## src/rtl/csa_resolver.sv

```systemverilog
// csa_resolver: resolves a carry-save pair (sum, carry) into a binary value,
// CHUNK bits per clock, through a ripple of full-adder cells. The carry
// between chunks is held in a register. Handshakes use valid/ready on both
// sides. While an operand pair is in flight, no other input is accepted.

// One full-adder cell of the per-chunk ripple.
module csa_fulladder (
  input  logic a,
  input  logic b,
  input  logic cin,
  output logic s,
  output logic cout
);

  assign s    = a ^ b ^ cin;
  assign cout = (a & b) | (cin & (a ^ b));

endmodule

module csa_resolver #(
  parameter int WIDTH = 8,
  parameter int CHUNK = 2
) (
  input  logic             clk,
  input  logic             rst,
  input  logic             in_valid,
  output logic             in_ready,
  input  logic [WIDTH-1:0] in_sum,
  input  logic [WIDTH-1:0] in_carry,
  output logic             out_valid,
  input  logic             out_ready,
  output logic [WIDTH-1:0] out_value,
  output logic             out_cout
);

  // Number of chunks, and the width of the chunk counter.
  localparam int N    = WIDTH / CHUNK;
  localparam int IDXW = (N > 1) ? $clog2(N) : 1;
  localparam logic [IDXW-1:0] LAST_IDX = IDXW'(N - 1);

  typedef enum logic [1:0] {
    IDLE = 2'd0,
    BUSY = 2'd1,
    DONE = 2'd2
  } state_t;

  state_t           state_reg;
  logic [WIDTH-1:0] sum_reg;        // captured sum, shifted right as chunks are consumed
  logic [WIDTH-1:0] carry_reg;      // captured carry, shifted in step with sum_reg
  logic [WIDTH-1:0] value_reg;      // result, filled from the top one chunk at a time
  logic [IDXW-1:0]  idx_reg;        // index of the chunk handled on the next BUSY edge
  logic             run_carry_reg;  // carry into the current chunk
  logic             cout_reg;
  logic             in_ready_reg;
  logic             out_valid_reg;

  // The current chunk always sits in the low CHUNK bits of the working registers.
  logic [CHUNK-1:0] chunk_a;
  logic [CHUNK-1:0] chunk_b;
  logic [CHUNK-1:0] chunk_s;
  logic [CHUNK:0]   rip;
  logic             chunk_cout;

  assign chunk_a    = sum_reg[CHUNK-1:0];
  assign chunk_b    = carry_reg[CHUNK-1:0];
  assign rip[0]     = run_carry_reg;
  assign chunk_cout = rip[CHUNK];

  // Ripple of full adders across one chunk.
  generate
    for (genvar gi = 0; gi < CHUNK; gi++) begin : g_cell
      csa_fulladder u_fa (
        .a    (chunk_a[gi]),
        .b    (chunk_b[gi]),
        .cin  (rip[gi]),
        .s    (chunk_s[gi]),
        .cout (rip[gi+1])
      );
    end
  endgenerate

  // Next values of the shifting registers. The operands move down by one chunk.
  // The result enters from the top, so after N steps it is aligned.
  logic [WIDTH-1:0] sum_shift;
  logic [WIDTH-1:0] carry_shift;
  logic [WIDTH-1:0] value_shift;

  generate
    if (CHUNK == WIDTH) begin : g_single
      assign sum_shift   = '0;
      assign carry_shift = '0;
      assign value_shift = chunk_s;
    end else begin : g_multi
      assign sum_shift   = {{CHUNK{1'b0}}, sum_reg[WIDTH-1:CHUNK]};
      assign carry_shift = {{CHUNK{1'b0}}, carry_reg[WIDTH-1:CHUNK]};
      assign value_shift = {chunk_s, value_reg[WIDTH-1:CHUNK]};
    end
  endgenerate

  // Control FSM and datapath registers. Reset wins over any handshake.
  always_ff @(posedge clk) begin
    if (rst) begin
      state_reg     <= IDLE;
      sum_reg       <= '0;
      carry_reg     <= '0;
      value_reg     <= '0;
      idx_reg       <= '0;
      run_carry_reg <= 1'b0;
      cout_reg      <= 1'b0;
      in_ready_reg  <= 1'b1;
      out_valid_reg <= 1'b0;
    end else begin
      case (state_reg)
        IDLE: begin
          if (in_valid) begin
            sum_reg       <= in_sum;
            carry_reg     <= in_carry;
            idx_reg       <= '0;
            run_carry_reg <= 1'b0;
            in_ready_reg  <= 1'b0;
            state_reg     <= BUSY;
          end
        end
        BUSY: begin
          sum_reg       <= sum_shift;
          carry_reg     <= carry_shift;
          value_reg     <= value_shift;
          run_carry_reg <= chunk_cout;
          if (idx_reg == LAST_IDX) begin
            cout_reg      <= chunk_cout;
            idx_reg       <= '0;
            out_valid_reg <= 1'b1;
            state_reg     <= DONE;
          end else begin
            idx_reg <= idx_reg + 1'b1;
          end
        end
        DONE: begin
          if (out_ready) begin
            out_valid_reg <= 1'b0;
            in_ready_reg  <= 1'b1;
            state_reg     <= IDLE;
          end
        end
        default: begin
          out_valid_reg <= 1'b0;
          in_ready_reg  <= 1'b1;
          state_reg     <= IDLE;
        end
      endcase
    end
  end

  assign in_ready  = in_ready_reg;
  assign out_valid = out_valid_reg;
  assign out_value = value_reg;
  assign out_cout  = cout_reg;

endmodule
```

## config.mk

```make
export PLATFORM = sky130hd
export DESIGN_NAME = csa_resolver
export DESIGN_NICKNAME = d
export VERILOG_FILES = /design/src/rtl/csa_resolver.sv
export SDC_FILE = /design/constraint.sdc
export NUM_CORES = 1
export LEC_CHECK = 0
export CORE_MARGIN = 3
export CORE_UTILIZATION = 69
export CTS_BUF_LIST = sky130_fd_sc_hd__clkbuf_2 sky130_fd_sc_hd__clkbuf_4 sky130_fd_sc_hd__clkbuf_8
export DETAILED_ROUTE_END_ITERATION = 16
export DONT_BUFFER_PORTS = 1
export PLACE_DENSITY = 0.85
export SLEW_MARGIN = 5
export SYNTH_ARGS = -nofsm -noshare
export SYNTH_HDL_FRONTEND = slang
export SYNTH_SLANG_ARGS = --single-unit
```

## constraint.sdc

```tcl
create_clock -name clk -period 2.4 [get_ports clk]
set_input_delay 0.36 -clock clk [delete_from_list [all_inputs] [get_ports clk]]
set_output_delay 0.36 -clock clk [all_outputs]
set_load 0.02 [all_outputs]
```

==> metrics <==
status finished clean; crit path time final 1.672 ns; commonest non-fill, non-tap cell in the layout dfxtp_1; Pint 880.1 uW; async set-reset flop share out of synthesis 0%; setup bufs post-CTS 0; Antenna Violating Nets Remaining 0; clk_skew 0.006836 ns; TNS Setup 0 ns; final WL 2480 um; switch share 23.73%; core area 1783 um2; drt first pass iters 4; Skew-Pair Late Insertion Delay 0.33 ns; fin cells 162; Warnings, synthesis 0; number of vias per cell 6.000; initial antenna violation count 0; PD cells 826.4 nW/um2; Clock power frac 40.0%; count of pins over their slew limit 0; DP HPWL 1694 um; Worst Path Max Fanout 19; Ports 31; Rel. slew slack 40.21%; DP Cell Count 154; sequential area share after synthesis 48.03%; Seq cells post-synth 32; number of global-route vias before repair 955; clock tree root driver cell clkbuf_4; # DRC 0; most frequent cells in the layout dfxtp_1, a21oi_1, inv_1, nand2_1, nor2_1; Crit. End Element register; Mean Syn Cell Area 9.665 um2; clock buffer depth 2; Rows 15; total grt overflow 0; Comb power frac 8.7%; Distinct cells, synth 26; CTS clock-pin slew for the worst setup and hold paths 0.10 ns; final setup fails 0; EDFF count, synth 0; Inserted Diodes 0; H-Tree Depth 2; Placer Congestion 0.7296; Total GRT Usage 22.82%; initial core utilization 74.81%; largest net degree at the start of global routing 21; worst path required time 2.66 ns; Post-Syn Instances 138; Nets 159; CTS tree built; LEAKAGE 0.4944 nW; Max rail drop VDD 0.7090 mV; Syn Nets 161; sequential share of power 51.3%; CTS sink cnt 32; max frequency 598.2 MHz; die width 49.97 um; Top FF cell, synth dfxtp_1; Synth Cell Area 1334 um2; startpoint class of the critical path register; Fill cells 127; Hold/Removal Path Class primary input to register; Hold Vio Cnt, Final 0; Psw 273.8 uW; Least-Margin Pin Slew 0.8968 ns; IO Port Bufs 0; layout cells sized above 1 14.60%; WS Path Type register to register; RSZ-0062 raised after global routing false; CTS buffer count 5; Area Growth Syn to Fin 4.691%; Vias 972; Tcrit/Tclk final 69.65%; average wire per standard cell 15.31 um; Post-CTS Hold Fix Bufs 0; global-route wire length before repair 4153 um; CTS resizes 0; die height 49.97 um; die area 2497 um2; max cap viols 0; CP arrival 1.93 ns; initial detailed-routing violation count 36
stage by stage:
stage	total power, mW	hold slack [ns]	setup WS, ns	instance area (um2)	util, %
after floorplan	0.6985	0.4233	0.9252	1334	-
after global placement	0.6991	0.4309	0.8679	1301	72.98
after detailed placement	0.7056	0.4339	0.7349	1301	72.98
after CTS	1.160	0.07925	0.7207	1396	78.32
after global routing	1.198	0.06758	0.5831	1396	78.32
final	1.154	0.08600	0.7284	1396	78.32
final cells by class:
cell class              count  area [um2]  share of cell area [%]
flip-flops and latches     32       640.6                   45.88
multi-input cells          82       573.1                   41.04
clock buffers               7       65.06                   4.659
inverters                  15       56.30                   4.032
well taps                  25       31.28                   2.240
clock inverters             1       30.03                   2.151
synth_stat cells (3+ instances only):
cell      instances  area, um2
a21oi_1          21      105.1
a22oi_1           6      45.04
buf_2             3      15.01
buf_6             3      33.78
dfxtp_1          32      640.6
inv_1            15      56.30
nand2_1          15      56.30
nor2_1           11      41.29
o221ai_1          3      26.28
o221ai_2          9      135.1
cells by family after synthesis:
kind of cell,Yosys count,synth area share [%]
AO/OA/AOI/OAI,46,27.58
AND/OR/NAND/NOR,32,10.69
flip-flops,32,48.03
buffers and inverters,24,9.005
adder cells (fa/ha/maj),3,3.940
multiplexers,1,0.7505
worst max-delay path, stage by stage (launching register included):
cell and delay [ns]:
dfxtp_1 0.46, nand2b_1 0.74, o221ai_1 0.23, a21oi_1 0.17
power groups by stage:
stage,logic (mW),registers (mW),clock network [mW]
2_1_floorplan,0.101,0.598,0
3_3_place_gp,0.0968,0.602,0
3_5_place_dp,0.101,0.604,0
4_1_cts,0.102,0.592,0.465
5_1_grt,0.116,0.596,0.486
6_report,0.101,0.592,0.461
worst paths after layout:
kind	start	end	slack (ns)	cells past startpoint
max	state_reg[1]	carry_reg[1]	0.73	3
min	rst	sum_reg[6]	0.09	1
max reg2reg	state_reg[1]	carry_reg[1]	0.73	3
min reg2reg	carry_reg[2]	carry_reg[2]	0.46	2
metal layers:
| layer | global-route usage, % | wire [um] | vias up |
|---|---|---|---|
| met5 | 0 | 0 | - |
| met4 | 13.82 | 65 | 0 |
| met3 | 8.761 | 161 | 6 |
| met2 | 38.33 | 1256 | 33 |
| met1 | 23.82 | 997 | 455 |
| li1 | - | - | 478 |
Note: power is estimated with default switching activity, not from simulation.
